File: config.mk
export PLATFORM = sky130hd
export DESIGN_NAME = apb_req_arbiter
export DESIGN_NICKNAME = d
export VERILOG_FILES = /design/src/rtl/apb_req_arbiter.sv
export SDC_FILE = /design/constraint.sdc
export NUM_CORES = 1
export LEC_CHECK = 0
export ABC_AREA = 1
export BUFFER_PORTS_ARGS = -buffer_cell sky130_fd_sc_hd__buf_2
export CORE_AREA = 2 2 161 163
export CTS_BUF_LIST = sky130_fd_sc_hd__clkbuf_4
export DETAILED_ROUTE_END_ITERATION = 8
export DIE_AREA = 0 0 163 165
export GPL_TIMING_DRIVEN = 0
export HOLD_SLACK_MARGIN = 0.15
export SLEW_MARGIN = 10
export SYNTH_ARGS = -nofsm -noshare
export SYNTH_HDL_FRONTEND = slang
export SYNTH_SLANG_ARGS = --single-unit
File: constraint.sdc
create_clock -name clk -period 2.4 [get_ports clk]
set_input_delay 0 -clock clk [delete_from_list [all_inputs] [get_ports clk]]
set_output_delay 0 -clock clk [all_outputs]
set_load 0.05 [all_outputs]
File: src/rtl/apb_req_arbiter.sv
`default_nettype none
// ============================================================================
//  Module      : apb_req_arbiter
//  Description : Round-robin arbiter that shares one apb_master command port
//                between NUM_REQ requesters. It supports an optional
//                per-requester lock for back-to-back bursts. It captures the
//                winner's command, runs one transfer, returns the read data
//                and pulses done for one cycle.
//  Revision    : 1.0 - initial release
// ============================================================================
module apb_req_arbiter #(
    parameter int NUM_REQ = 4,
    parameter int ADDR_W  = 32,
    parameter int DATA_W  = 32
) (
    input  logic                      clk,
    input  logic                      rst,
    input  logic [NUM_REQ-1:0]        req_vec,
    input  logic [NUM_REQ-1:0]        write_vec,
    input  logic [NUM_REQ*ADDR_W-1:0] addr_vec,
    input  logic [NUM_REQ*DATA_W-1:0] wdata_vec,
    input  logic [NUM_REQ-1:0]        lock_vec,
    output logic [NUM_REQ-1:0]        gnt_vec,
    output logic [NUM_REQ-1:0]        done_vec,
    output logic [DATA_W-1:0]         rdata_out,
    output logic                      busy,
    output logic                      m_req,
    output logic                      m_write,
    output logic [ADDR_W-1:0]         m_addr,
    output logic [DATA_W-1:0]         m_wdata,
    input  logic [DATA_W-1:0]         m_rdata,
    input  logic                      m_ready
);

    localparam int                 c_PTR_W = (NUM_REQ > 1) ? $clog2(NUM_REQ) : 1;
    localparam logic [NUM_REQ-1:0] c_ONE   = NUM_REQ'(1);

    typedef enum logic [1:0] {
        ST_IDLE = 2'd0,
        ST_BUSY = 2'd1,
        ST_GAP  = 2'd2
    } state_t;

    state_t               r_state;
    state_t               w_state_nxt;
    logic [c_PTR_W-1:0]   r_rr_ptr;
    logic [c_PTR_W-1:0]   r_winner;
    logic [NUM_REQ-1:0]   r_gnt;
    logic [NUM_REQ-1:0]   r_done;
    logic [DATA_W-1:0]    r_rdata;
    logic                 r_m_req;
    logic                 r_m_write;
    logic [ADDR_W-1:0]    r_m_addr;
    logic [DATA_W-1:0]    r_m_wdata;

    logic [c_PTR_W-1:0]   w_winner;
    logic [c_PTR_W-1:0]   w_ptr_nxt;
    logic                 w_grant;
    logic                 w_finish;

    // Requester index `step` positions after p, wrapping modulo NUM_REQ.
    function automatic logic [c_PTR_W-1:0] wrap_inc(input logic [c_PTR_W-1:0] p, input int step);
        int s;
        s = (int'(p) + step) % NUM_REQ;
        return c_PTR_W'(s);
    endfunction

    // Round-robin pick: scan from the far end so the request nearest rr_ptr is written last and wins.
    always_comb begin
        w_winner = '0;
        for (int k = NUM_REQ - 1; k >= 0; k--) begin
            if (req_vec[wrap_inc(r_rr_ptr, k)]) begin
                w_winner = wrap_inc(r_rr_ptr, k);
            end
        end
    end

    // A locked winner keeps first priority; otherwise priority moves to its neighbour.
    assign w_ptr_nxt = lock_vec[r_winner] ? r_winner : wrap_inc(r_winner, 1);

    // Next-state logic plus the grant/finish strobes that steer the datapath.
    always_comb begin
        w_state_nxt = r_state;
        w_grant     = 1'b0;
        w_finish    = 1'b0;
        case (r_state)
            ST_IDLE: begin
                if (|req_vec) begin
                    w_grant     = 1'b1;
                    w_state_nxt = ST_BUSY;
                end
            end
            ST_BUSY: begin
                if (m_ready) begin
                    w_finish    = 1'b1;
                    w_state_nxt = ST_GAP;
                end
            end
            ST_GAP:  w_state_nxt = ST_IDLE;
            default: w_state_nxt = ST_IDLE;
        endcase
    end

    // State register.
    always_ff @(posedge clk) begin
        if (rst) begin
            r_state <= ST_IDLE;
        end else begin
            r_state <= w_state_nxt;
        end
    end

    // Command capture at grant; completion, read data and pointer update at the end of the transfer.
    always_ff @(posedge clk) begin
        if (rst) begin
            r_rr_ptr  <= '0;
            r_winner  <= '0;
            r_gnt     <= '0;
            r_done    <= '0;
            r_rdata   <= '0;
            r_m_req   <= 1'b0;
            r_m_write <= 1'b0;
            r_m_addr  <= '0;
            r_m_wdata <= '0;
        end else begin
            r_done <= '0;
            if (w_grant) begin
                r_winner  <= w_winner;
                r_gnt     <= c_ONE << w_winner;
                r_m_req   <= 1'b1;
                r_m_write <= write_vec[w_winner];
                r_m_addr  <= addr_vec[int'(w_winner) * ADDR_W +: ADDR_W];
                r_m_wdata <= wdata_vec[int'(w_winner) * DATA_W +: DATA_W];
            end
            if (w_finish) begin
                r_m_req  <= 1'b0;
                r_done   <= r_gnt;
                r_gnt    <= '0;
                r_rr_ptr <= w_ptr_nxt;
                if (!r_m_write) begin
                    r_rdata <= m_rdata;
                end
            end
        end
    end

    assign gnt_vec   = r_gnt;
    assign done_vec  = r_done;
    assign rdata_out = r_rdata;
    assign busy      = (r_state != ST_IDLE);
    assign m_req     = r_m_req;
    assign m_write   = r_m_write;
    assign m_addr    = r_m_addr;
    assign m_wdata   = r_m_wdata;

endmodule
`default_nettype wire

==> results of run 1 <==
[repair_timing]
| action | CTS | global route |
|---|---|---|
| endpoints found under the setup margin | 63 | 36 |
| setup buffers | 0 | 0 |
| hold buffers | 301 | 0 |
| gates resized for setup | 9 | 24 |
| hold endpoints to repair | 111 | 0 |
[flip-flops by register name, summed over array words and instances, names as in the netlist]
register,flops
m_wdata,32
r_rr_ptr,2
m_addr,32
gnt_vec,4
done_vec,4
m_write,1
rdata_out,32
m_req,1
r_winner,2
r_state,2
[cell type report]
cell class / count / area [µm²]
fillers: 2416 / 13100
repair buffers: 710 / 5060
multi-input cells: 758 / 3470
flip-flops and latches: 112 / 2250
plain buffers: 87 / 462
well taps: 330 / 413
clock inverters: 7 / 97.6
inverters: 23 / 86.3
clock buffers: 9 / 67.6
diodes: 3 / 7.51
[power breakdown]
group	total (mW)	internal, mW	leakage (nW)	switching [mW]
clock network	1.12	0.351	0.0875	0.772
registers	2.23	2.11	0.926	0.124
logic	3.93	1.27	4.89	2.66
[kinds of logic (layout without fill, tap and decap cells)]
group	after synthesis	after routing	synth area share
buffers and inverters	110	836	0.0818
AND/OR/NAND/NOR	642	642	0.461
flip-flops	112	112	0.362
AO/OA/AOI/OAI	116	116	0.0951
other	0	3	0
[cell usage after synthesis]
cell,instances
a211oi_1,3
nand2_1,154
inv_1,21
nor2_2,1
nand3_2,1
clkbuf_1,43
inv_2,2
o22ai_1,1
dfxtp_1,112
nor4_1,1
buf_1,5
nand3_1,202
nand2_2,3
nand2_4,1
nor2_1,212
o21ai_0,106
or2_2,1
a21oi_1,6
buf_2,21
buf_4,18
nand4_1,65
and2_1,1
[worst max-delay path: cells and delay by family (launching register included)]
kind	cells	cell delay, ps
simple gates	5	1070
buf+inv	2	790
flops	1	340
[worst max path at each step]
| stage | start | endpoint | slack, ps | cells after the start |
|---|---|---|---|---|
| finish | r_state[1] | m_wdata[24] | 130 | 7 |
| global placement | r_state[1] | m_wdata[8] | -500 | 7 |
| global route | r_state[1] | m_addr[23] | -0.3 | 7 |
| floorplan | r_state[1] | m_write | 530 | 7 |
| CTS | r_rr_ptr[0] | m_addr[12] | 60 | 12 |
| detailed placement | r_state[1] | m_wdata[8] | -540 | 7 |
[routing by layer]
metal / GRT usage / wire (µm) / vias up
met5: 0 / 0 / -
met1: 0.319 / 15400 / 4643
met3: 0.0588 / 3190 / 190
met2: 0.463 / 17900 / 747
met4: 0.142 / 1960 / 0
li1: - / - / 4757
[metrics by stage]
step | total power, mW | setup slack [ps] | std cells
3_5_place_dp | 5.68 | -541 | 1719
5_1_grt | 7.66 | -0.317 | 2039
3_3_place_gp | 5.67 | -503 | 1719
4_1_cts | 7.20 | 57.5 | 2036
2_1_floorplan | 4.45 | 529 | 980
6_report | 7.29 | 134 | 2039
==> results.py, run 1 <==
metrics = {
    "synth": {
        "synth-seq-cells": 112,
        "yosysWarnings": 0,
        "yosysTopAreaCell": "dfxtp_1",
        "syn_inst": 980,
        "synth_top_cell_area_share": 0.362,
        "yosysUniqueCellTypes": 22,
        "synth.area.top_cells": "dfxtp_1 36%, nand3_1 16%, nor2_1 13%, nand2_1 9.3%, o21ai_0 8.6%",
        "syn_avg_cell_area_um2": 6.32,
        "seq_area_frac_synth": 0.362,
        "syn_nets": 1283,
        "synth_area_um2": 6190,
    },
    "final_layout": {
        "layout_commonest_cell": "buf_2",
        "most-common-layout-cells": "427 x buf_2, 301 x dlygate4sd3_1, 211 x nor2_1, 201 x nand3_1, 154 x nand2_1",
        "final_layout_size_suffix_gt1_frac": 0.286,
        "stdcell_area_um2": 11900,
        "utilization": 0.476,
        "area_growth_pct": 92.2,
        "final_nets": 2004,
    },
    "cts": {
        "ctsHtreeMaxLevel": 3,
        "tritoncts": "done",
        "clkSinkCount": 112,
        "clkTransAtPathRegs_ps": 210,
        "cts-root-buf": "clkbuf_4",
        "clk_latency_ps": 510,
        "numCtsBuffers": 9,
        "clockBufferDepth": 2,
    },
    "pwr": {
        "powerDensity_nw_per_um2": 612,
        "p_leak_nw": 5.90,
        "ir_drop_uv": 293,
    },
    "worst_hold_path": {
        "whs_endpoint": "rdata_out[3]",
        "min_path_type": "input pin to flip-flop",
        "worstHoldStart": "m_rdata[3]",
        "min_path_cells": 4,
    },
    "critical_path": {
        "endpoint_kind": "flip-flop",
        "crit_chain": "or2_2, nor2_4, buf_2, clkbuf_1, nand2_1, nor2_1, nor2_1",
        "cp.required_ps": 2820,
        "critPathMaxStageDelay_ps": 420,
        "cp.arrival_ps": 2680,
        "r2r-start": "r_state[1]",
        "r2r-end": "m_wdata[24]",
        "reg2regPathDepth": 7,
        "path_class": "flip-flop to flip-flop",
        "cp_max_fo": 10,
        "reg2reg_slack_ps": 130,
        "cp_common_cell": "nor2_1",
        "start_kind": "flip-flop",
        "cp_slowest_cell": "clkbuf_1",
    },
    "timing": {
        "slew_headroom": 0.556,
        "whs_ps": 241,
        "min_period_ps": 2270,
        "tns_ps": 0,
        "period_share": 0.944,
        "hold_viol_final": 0,
        "setup_viol": 0,
        "finalMaxSlewViolations": 0,
        "tightest_slew_ps": 666,
        "timing.fmax_mhz": 441,
        "finClkSkew_ps": 48.8,
    },
    "route": {
        "vias": 10300,
        "wl_per_cell_um": 18.8,
        "firstDrtPassIters": 8,
        "vias_per_cell": 5.07,
        "drt_iter0_markers": 897,
        "drc": 0,
        "drt-total-wl_mm": 38.4,
        "ant_nets": 0,
    },
    "status": {
        "status": "completed",
    },
    "global_routing": {
        "antenna_found_initial": 2,
        "grt_pass1_wl_mm": 55.7,
        "grt_use_total": 0.271,
        "overflow": 0,
        "grt_pass1_vias": 10100,
        "grt_max_degree": 22,
    },
    "floorplan": {
        "die_y_um": 165,
        "rows": 58,
        "start_util": 0.247,
        "dieArea_um2": 26900,
        "pin_count": 410,
        "core_um2": 25000,
        "dieWidth_um": 163,
    },
    "placement": {
        "place_area_um2": 8650,
        "portBuffers": 409,
        "dp_hpwl_mm": 25.8,
        "place_congestion": 0.900,
    },
    "job": {
        "timing.max_cap.violations": 0,
    },
}
Power figures use the tool's default switching activity.
==> run 2, diff against run 1 <==
Settings changed: BUFFER_PORTS_ARGS -buffer_cell sky130_fd_sc_hd__buf_2 to not set, DONT_BUFFER_PORTS set to 1.
==> results.py, run 2 <==
metrics = {
    "status": {
        "status": "aborted with a tool error",
        "lastStage": "4_1_cts",
        "error": "[ERROR RSZ-0060] Max buffer count reached.",
    },
    "synth": {
        "seq_area_frac_synth": 0.362,
        "synth_top_family_by_area": "simple AND/OR/NAND/NOR gates",
        "yosysUniqueCellTypes": 22,
        "syn_inst": 980,
        "synth-seq-cells": 112,
        "synth_area_um2": 6190,
        "synth_xor_area_frac": 0,
        "synthTopCellsByCount": "212 x nor2_1, 202 x nand3_1, 154 x nand2_1, 112 x dfxtp_1, 106 x o21ai_0",
        "yosysTopAreaCell": "dfxtp_1",
        "syn_avg_cell_area_um2": 6.32,
        "async_flop_share": 0,
        "synthMuxAreaShare": 0,
        "syn_nets": 1283,
        "synth-edff-count": 0,
        "synth_top_cell_area_share": 0.362,
        "synth-simple-area-share": 0.461,
        "yosysWarnings": 0,
        "synth_most_common_cell": "nor2_1",
        "synth_compound_area_frac": 0.0951,
        "synth.area.top_cells": "dfxtp_1 36%, nand3_1 16%, nor2_1 13%, nand2_1 9.3%, o21ai_0 8.6%",
        "synth_fa_ha_area_frac": 0,
        "synthFlopType": "dfxtp_1",
    },
    "cts": {
        "cts_hold_buffers": 266,
        "numCtsBuffers": 9,
        "ctsHtreeMaxLevel": 3,
        "cts_resized": 12,
        "clockBufferDepth": 2,
        "clkSinkCount": 112,
        "cts-root-buf": "clkbuf_4",
        "cts_setup_buffers": 1,
    },
    "placement": {
        "place_ws_ps": -472,
        "place_congestion": 0.874,
        "portBuffers": 0,
        "dp_hpwl_mm": 24.7,
        "dp.cells": 1310,
    },
    "floorplan": {
        "start_util": 0.247,
        "die_y_um": 165,
        "rows": 58,
        "pin_count": 410,
        "dieWidth_um": 163,
    },
}
-- run 2: metrics by stage --
step	hold WS [ps]	cell area [µm²]	setup TNS, ps	utilization
after floorplan	69.1	6190	0	-
after detailed placement	72.3	6610	-21720	0.264
after global placement	72.1	6610	-48470	0.264
-- run 2: cells by family after synthesis --
logic type	Yosys count
compound gates	116
buf+inv	110
simple gates	642
flops	112
==> run 3, diff against run 2 <==
Settings changed: CORE_AREA 2 2 161 163 to not set, CORE_UTILIZATION set to 20, CTS_BUF_LIST sky130_fd_sc_hd__clkbuf_4 to not set, DIE_AREA 0 0 163 165 to not set, HOLD_SLACK_MARGIN 0.15 to not set, PLACE_DENSITY_LB_ADDON set to 0.15.
==> results.py, run 3 <==
metrics = {
    "cts": {
        "cts-root-buf": "clkbuf_16",
        "cts_setup_buffers": 1,
        "clockBufferDepth": 2,
        "cts_hold_buffers": 279,
        "clkSinkCount": 112,
        "cts_resized": 12,
        "numCtsBuffers": 9,
        "ctsHtreeMaxLevel": 3,
    },
    "synth": {
        "syn_nets": 1283,
        "async_flop_share": 0,
        "synth-edff-count": 0,
        "synth_area_um2": 6190,
        "syn_inst": 980,
        "yosysTopAreaCell": "dfxtp_1",
        "synth_most_common_cell": "nor2_1",
        "seq_area_frac_synth": 0.362,
        "synth-seq-cells": 112,
        "yosysWarnings": 0,
        "yosysUniqueCellTypes": 22,
        "synthFlopType": "dfxtp_1",
        "synth_top_cell_area_share": 0.362,
        "syn_avg_cell_area_um2": 6.32,
        "synthTopCellsByCount": "212 x nor2_1, 202 x nand3_1, 154 x nand2_1, 112 x dfxtp_1, 106 x o21ai_0",
        "synth.area.top_cells": "dfxtp_1 36%, nand3_1 16%, nor2_1 13%, nand2_1 9.3%, o21ai_0 8.6%",
    },
    "floorplan": {
        "die_y_um": 178,
        "dieWidth_um": 178,
        "start_util": 0.203,
        "pin_count": 410,
        "rows": 64,
    },
    "status": {
        "error": "[ERROR RSZ-0060] Max buffer count reached.",
        "status": "aborted with a tool error",
        "lastStage": "4_1_cts",
    },
    "placement": {
        "dp_hpwl_mm": 26.1,
        "dp.cells": 1376,
        "portBuffers": 0,
        "place_congestion": 0.824,
    },
}
## run 3: cell counts after synthesis
No cell type changed its count.
## run 3: cell families after synthesis
kind of cell	after synthesis	share of synthesized area
buf+inv	110	0.0818
flops	112	0.362
compound gates	116	0.0951
simple gates	642	0.461
## run 3: stage by stage
step	setup WS, ps	cell area [µm²]	hold WS (ps)	TNS (ps)	util
3_5_place_dp	-954	6690	75.9	-45930	0.219
2_1_floorplan	529	6190	69.1	0	-
3_3_place_gp	-938	6690	72.3	-44640	0.219
